**src/rtl/uart_pkg.sv**
```systemverilog
// Shared UART definitions: frame data width, line levels and TX/RX state encodings.
package uart_pkg;

  localparam int unsigned DATA_W = 8;

  localparam logic LVL_IDLE  = 1'b1;
  localparam logic LVL_START = 1'b0;
  localparam logic LVL_STOP  = 1'b1;

  typedef enum logic [1:0] {
    TX_IDLE,
    TX_START,
    TX_DATA,
    TX_STOP
  } tx_state_e;

  typedef enum logic [2:0] {
    RX_IDLE,
    RX_START,
    RX_DATA,
    RX_STOP,
    RX_WAIT_IDLE
  } rx_state_e;

endpackage

```
**src/rtl/uart_bit_timer.sv**
```systemverilog
// Bit-period cycle counter with half-bit and full-bit terminal flags.
// Counter holds at zero while disabled or cleared and wraps after the full-bit cycle.
module uart_bit_timer #(
  parameter int unsigned c_CYCLES_PER_BIT = 434
) (
  input  logic clk_i,
  input  logic rst_ni,
  input  logic en_i,
  input  logic clr_i,
  output logic half_o,
  output logic full_o
);

  localparam int unsigned   CW   = $clog2(c_CYCLES_PER_BIT);
  localparam logic [CW-1:0] HALF = CW'((c_CYCLES_PER_BIT - 1) / 2);
  localparam logic [CW-1:0] FULL = CW'(c_CYCLES_PER_BIT - 1);

  logic [CW-1:0] cnt_q, cnt_d;

  always_comb begin
    cnt_d = cnt_q;
    if (!en_i || clr_i) begin
      cnt_d = '0;
    end else if (cnt_q == FULL) begin
      cnt_d = '0;
    end else begin
      cnt_d = cnt_q + CW'(1);
    end
  end

  always_ff @(posedge clk_i or negedge rst_ni) begin
    if (!rst_ni) begin
      cnt_q <= '0;
    end else begin
      cnt_q <= cnt_d;
    end
  end

  assign half_o = en_i && (cnt_q == HALF);
  assign full_o = en_i && (cnt_q == FULL);

endmodule

```
**src/rtl/uart_tx_rx.sv**
```systemverilog
// Independent 8N1 UART transmitter and receiver sharing one clock.
// Define UART_RX_SYNC_EN to add a 2-flop synchronizer ahead of the RX sample register.
module uart_tx_rx
  import uart_pkg::*;
#(
  parameter int unsigned c_CYCLES_PER_BIT = 434
) (
  input  logic              i_CLK,
  input  logic              i_RESET,
  input  logic              i_TX_DV,
  input  logic [DATA_W-1:0] i_PARALLEL_DATA,
  output logic              o_SERIAL_DATA,
  output logic              o_TX_ACTIVE,
  output logic              o_TX_DONE,
  input  logic              i_SERIAL_DATA,
  output logic [DATA_W-1:0] o_DATA_RX,
  output logic              o_RX_DATA_VALID
);

  localparam logic [2:0] LAST_IDX = 3'(DATA_W - 1);

  tx_state_e         tx_state_q, tx_state_d;
  logic [DATA_W-1:0] tx_data_q, tx_data_d;
  logic [2:0]        tx_idx_q, tx_idx_d;
  logic              tx_done_q, tx_done_d;
  logic              tx_full, tx_half_unused;

  uart_bit_timer #(.c_CYCLES_PER_BIT(c_CYCLES_PER_BIT)) u_tx_timer (
    .clk_i  (i_CLK),
    .rst_ni (i_RESET),
    .en_i   (tx_state_q != TX_IDLE),
    .clr_i  (1'b0),
    .half_o (tx_half_unused),
    .full_o (tx_full)
  );

  always_comb begin
    tx_state_d = tx_state_q;
    tx_data_d  = tx_data_q;
    tx_idx_d   = tx_idx_q;
    tx_done_d  = 1'b0;
    unique case (tx_state_q)
      TX_IDLE: if (i_TX_DV) begin
        tx_data_d  = i_PARALLEL_DATA;
        tx_state_d = TX_START;
      end
      TX_START: if (tx_full) begin
        tx_idx_d   = '0;
        tx_state_d = TX_DATA;
      end
      TX_DATA: if (tx_full) begin
        tx_idx_d = tx_idx_q + 3'd1;
        if (tx_idx_q == LAST_IDX) tx_state_d = TX_STOP;
      end
      TX_STOP: if (tx_full) begin
        tx_done_d  = 1'b1;
        tx_state_d = TX_IDLE;
      end
      default: tx_state_d = TX_IDLE;
    endcase
  end

  always_comb begin
    o_SERIAL_DATA = LVL_IDLE;
    unique case (tx_state_q)
      TX_START: o_SERIAL_DATA = LVL_START;
      TX_DATA:  o_SERIAL_DATA = tx_data_q[tx_idx_q];
      TX_STOP:  o_SERIAL_DATA = LVL_STOP;
      default:  o_SERIAL_DATA = LVL_IDLE;
    endcase
  end

  always_ff @(posedge i_CLK or negedge i_RESET) begin
    if (!i_RESET) begin
      tx_state_q <= TX_IDLE;
      tx_data_q  <= '0;
      tx_idx_q   <= '0;
      tx_done_q  <= 1'b0;
    end else begin
      tx_state_q <= tx_state_d;
      tx_data_q  <= tx_data_d;
      tx_idx_q   <= tx_idx_d;
      tx_done_q  <= tx_done_d;
    end
  end

  assign o_TX_ACTIVE = (tx_state_q != TX_IDLE);
  assign o_TX_DONE   = tx_done_q;

  logic rx_s_q;

`ifdef UART_RX_SYNC_EN
  logic [1:0] rx_sync_q;
  always_ff @(posedge i_CLK or negedge i_RESET) begin
    if (!i_RESET) begin
      rx_sync_q <= '1;
      rx_s_q    <= LVL_IDLE;
    end else begin
      rx_sync_q <= {rx_sync_q[0], i_SERIAL_DATA};
      rx_s_q    <= rx_sync_q[1];
    end
  end
`else
  always_ff @(posedge i_CLK or negedge i_RESET) begin
    if (!i_RESET) begin
      rx_s_q <= LVL_IDLE;
    end else begin
      rx_s_q <= i_SERIAL_DATA;
    end
  end
`endif

  rx_state_e         rx_state_q, rx_state_d;
  logic [DATA_W-1:0] rx_shift_q, rx_shift_d;
  logic [DATA_W-1:0] rx_data_q, rx_data_d;
  logic [2:0]        rx_idx_q, rx_idx_d;
  logic              rx_valid_q, rx_valid_d;
  logic              rx_half, rx_full;

  // Restarting the timer at the confirmed mid-start point makes every later
  // full-bit tick land in the middle of a data or stop bit.
  uart_bit_timer #(.c_CYCLES_PER_BIT(c_CYCLES_PER_BIT)) u_rx_timer (
    .clk_i  (i_CLK),
    .rst_ni (i_RESET),
    .en_i   ((rx_state_q != RX_IDLE) && (rx_state_q != RX_WAIT_IDLE)),
    .clr_i  ((rx_state_q == RX_START) && rx_half),
    .half_o (rx_half),
    .full_o (rx_full)
  );

  always_comb begin
    rx_state_d = rx_state_q;
    rx_shift_d = rx_shift_q;
    rx_data_d  = rx_data_q;
    rx_idx_d   = rx_idx_q;
    rx_valid_d = 1'b0;
    unique case (rx_state_q)
      RX_IDLE: if (rx_s_q == LVL_START) rx_state_d = RX_START;
      RX_START: if (rx_half) begin
        rx_idx_d   = '0;
        rx_state_d = (rx_s_q == LVL_START) ? RX_DATA : RX_IDLE;
      end
      RX_DATA: if (rx_full) begin
        rx_shift_d = {rx_s_q, rx_shift_q[DATA_W-1:1]};
        rx_idx_d   = rx_idx_q + 3'd1;
        if (rx_idx_q == LAST_IDX) rx_state_d = RX_STOP;
      end
      RX_STOP: if (rx_full) begin
        if (rx_s_q == LVL_STOP) begin
          rx_data_d  = rx_shift_q;
          rx_valid_d = 1'b1;
          rx_state_d = RX_IDLE;
        end else begin
          rx_state_d = RX_WAIT_IDLE;
        end
      end
      RX_WAIT_IDLE: if (rx_s_q == LVL_IDLE) rx_state_d = RX_IDLE;
      default: rx_state_d = RX_IDLE;
    endcase
  end

  always_ff @(posedge i_CLK or negedge i_RESET) begin
    if (!i_RESET) begin
      rx_state_q <= RX_IDLE;
      rx_shift_q <= '0;
      rx_data_q  <= '0;
      rx_idx_q   <= '0;
      rx_valid_q <= 1'b0;
    end else begin
      rx_state_q <= rx_state_d;
      rx_shift_q <= rx_shift_d;
      rx_data_q  <= rx_data_d;
      rx_idx_q   <= rx_idx_d;
      rx_valid_q <= rx_valid_d;
    end
  end

  assign o_DATA_RX       = rx_data_q;
  assign o_RX_DATA_VALID = rx_valid_q;

endmodule

```
**config.mk**
```make
export PLATFORM = sky130hd
export DESIGN_NAME = uart_tx_rx
export DESIGN_NICKNAME = d
export VERILOG_FILES = /design/src/rtl/uart_pkg.sv /design/src/rtl/uart_bit_timer.sv /design/src/rtl/uart_tx_rx.sv
export SDC_FILE = /design/constraint.sdc
export NUM_CORES = 1
export LEC_CHECK = 0
export ABC_AREA = 1
export CAP_MARGIN = 10
export CORE_MARGIN = 2
export CORE_UTILIZATION = 57
export CTS_CLUSTER_SIZE = 8
export DETAILED_ROUTE_END_ITERATION = 8
export PLACE_DENSITY = 0.85
export SKIP_CTS_REPAIR_TIMING = 1
export SYNTH_ARGS = -nofsm -noshare
export SYNTH_HDL_FRONTEND = slang
export SYNTH_SLANG_ARGS = --single-unit
```
**constraint.sdc**
```tcl
create_clock -name i_CLK -period 1.6 [get_ports i_CLK]
set_input_delay 0.48 -clock i_CLK [delete_from_list [all_inputs] [get_ports i_CLK]]
set_output_delay 0.48 -clock i_CLK [all_outputs]
set_load 0.03 [all_outputs]
```
==> results.toml <==
[place]
gp_congestion = 0.877
placed_area_sq_um = 3100
place_inst = 399
portBuffers = 23
dp_hpwl_um = 3650

[worst_hold_path]
hp-class = "in -> async"

[detailed_routing]
antenna_left = 0
first_pass_iters = 4
wl_per_cell_um = 15.8
drt_first_iter_violations = 182
drc = 0
vias_per_cell = 5.54
wl_um = 6600
vias = 2314

[floorplan]
die_y_um = 73.4
ios = 24
num_rows = 25
die_width_um = 73.4
core_area_sq_um = 4690
start_util_pct = 58.5
dieArea_sq_um = 5380

[sta]
setup_violations = 4
slew_headroom_pct = 73.1
holdWs_ns = 0.131
slew_violations = 0
fin_skew_ns = 0.0105
hold_violations = 0
period_share_pct = 123
finalCriticalPeriod_ns = 1.97
worst_slack_ns = -0.369
max_slew.worst_pin.slew_ns = 0.402
rsz0062_at_grt = "true"
clock.fmax_mhz = 508

[synth]
synth.top_cells.by_area = "dfrtp_1 50%, nand2_1 8.6%, inv_1 6.7%, ha_1 6.4%, nor2_1 6.3%"
synth_cell_type_count = 24
synth.avg_cell_area_sq_um = 8.65
yosysTopAreaCellShare_pct = 50.2
yosysSeqAreaShare_pct = 51.1
synth_flop_cell = "dfrtp_1"
synth_edf_count = 0
synth_area_leader_cell = "dfrtp_1"
syn_area_sq_um = 2740
yosys_warnings = 0
synth_cells = 317
synthArstFlopShare_pct = 100
synth_fp_nets = 343
synth-seq-cells = 56

[global_route]
overflow = 0
grt_max_degree = 57
grt_pass1_wl_um = 8870
grt_usage_pct = 21.2
grt_pass1_vias = 2097
antenna_found_initial = 0

[status]
failed_checks = "negative setup slack"
outcome = "finished with violations"

[finish]
final_common_cell = "nand2_1"
final_area_sq_um = 3550
multiInputGateArea_sq_um = 1290
fin_cells = 418
drive_above_1_share_pct = 22.0
final_cell_mix = "56 x nand2_1, 54 x dfrtp_1, 42 x inv_1"
layout.nets = 389
num-fill-cells = 312
seq_area_sq_um = 1400
areaGrowthSynthToFinish_pct = 29.5
diodes = 0

[worst_setup_path]
r2r_cells = 9
critPathMostFrequentCell = "nand3_1"
worstReg2RegStart = "u_rx_timer.cnt_q[1]"
worstPathRequired_ns = 1.12
r2r_slack_ns = -0.01
cp-endpoint = "o_SERIAL_DATA"
critPathLaunchType = "flip-flop"
path_delay_family = "flip-flops"
cp_max_fo = 4
timing.rr.end = "o_DATA_RX[4]"
crit_type = "reg -> out"
arrival_ns = 1.49
crit_slowest_cell = "dfrtp_1"
crit_cells = 7
critPathMaxStageDelay_ns = 0.44
crit_chain = "inv_2 > nor2_1 > o21ai_0 > nand3_1 > nand3_1 > nand2_1 > buf_6"
cp_num_buf_inv = 2
endpoint_kind = "output pin"
crit_start = "tx_idx_q[1]"

[power_and_ir_drop]
power_frac_seq_pct = 38.2
p_sw_share_pct = 36.1
intPower_w = 0.00315
p_sw_w = 0.00178
vdd_drop_max_mv = 0.746
leakage_nw = 1.95
pwr-share-clk_pct = 22.7
p_per_area_nw_per_um2 = 1390
p_comb_share_pct = 39.1

[cts]
cts_sinks = 56
cts_tree = "yes"
cts_buffers = 5
insertion_delay_ns = 0.32
htree_levels = 2
clk_path_buf_depth = 2
clk_pin_slew_ns = 0.11
cts_root_buffer = "clkbuf_8"

[job]
drv_cap = 0
layer usage:
metal | GRT usage [%] | wire (um) | up-vias | part of all wire (%)
met5 | 0 | 0 | - | 0
met4 | 6.46 | 113 | 0 | 1.7
met1 | 25.9 | 2590 | 1146 | 39
li1 | - | - | 1088 | -
met2 | 37.5 | 3700 | 66 | 56
met3 | 4.80 | 204 | 14 | 3.1
synth_stat cells (2+ instances only):
cell,number
mux2_2,8
dfrtp_1,55
o21ai_0,18
ha_1,14
nand2_2,4
nor3_1,3
nand4_1,2
nor2_1,46
nand2_1,63
inv_1,49
buf_6,2
a21oi_1,10
xor2_1,5
xnor2_1,3
o21ai_1,3
nand3_1,24
registers in the layout, summed over array words and instances, names as in the netlist:
signal            count
rx_shift_q            8
o_RX_DATA_VALID       1
tx_data_q             8
o_DATA_RX             8
u_rx_timer.cnt_q      9
rx_s_q                1
o_TX_DONE             1
rx_idx_q              3
tx_state_q            2
u_tx_timer.cnt_q      9
rx_state_q            3
tx_idx_q              3
final cells by class:
type	instances	share of cell area (%)
clock inverters	3	1.94
inverters	49	5.25
flip-flops and latches	56	39.5
clock buffers	5	1.94
multi-input cells	210	36.4
well taps	54	1.90
repair buffers	41	13.1
power groups by stage:
stage | clock [W] | combinational (W) | sequential, W
floorplan | 0 | 0.00103 | 0.00184
detailed placement | 0 | 0.00148 | 0.00190
finish | 0.00112 | 0.00193 | 0.00188
global placement | 0 | 0.00140 | 0.00189
global route | 0.00119 | 0.00213 | 0.00192
CTS | 0.00113 | 0.00150 | 0.00187
kinds of logic after synthesis:
logic type | count (synthesis) | synth area share (%)
AO/OA/AOI/OAI | 34 | 6.57
XOR/XNOR | 8 | 2.55
adder cells (fa/ha/maj) | 14 | 6.39
buffers and inverters | 51 | 7.53
flip-flops | 56 | 51.1
multiplexers | 8 | 3.28
AND/OR/NAND/NOR | 146 | 22.5
stage by stage:
| step | worst slack (ns) | TNS [ns] | total power (W) | utilization (%) |
|---|---|---|---|---|
| floorplan | 0.0580 | 0 | 0.00287 | - |
| global placement | 0.00984 | 0 | 0.00329 | 66.0 |
| detailed placement | -0.00628 | -0.0123 | 0.00338 | 66.0 |
| CTS | -0.360 | -3.04 | 0.00450 | 69.0 |
| global route | -0.460 | -1.36 | 0.00524 | 75.7 |
| finish | -0.369 | -0.536 | 0.00493 | 75.7 |
worst min-delay path by stage:
stage                        startpoint                   to  slack (ns)  cells after the start
final                           i_RESET  u_tx_timer.cnt_q[2]        0.13                      2
after global routing            i_RESET         o_DATA_RX[3]        0.16                      2
after CTS                       i_RESET         tx_data_q[7]        0.16                      2
after detailed placement  rx_shift_q[0]        rx_shift_q[0]        0.47                      2
after global placement    rx_shift_q[0]        rx_shift_q[0]        0.46                      2
after floorplan                 i_RESET         o_DATA_RX[0]        0.18                      0
No activity file was read; power rests on OpenSTA's default activity.
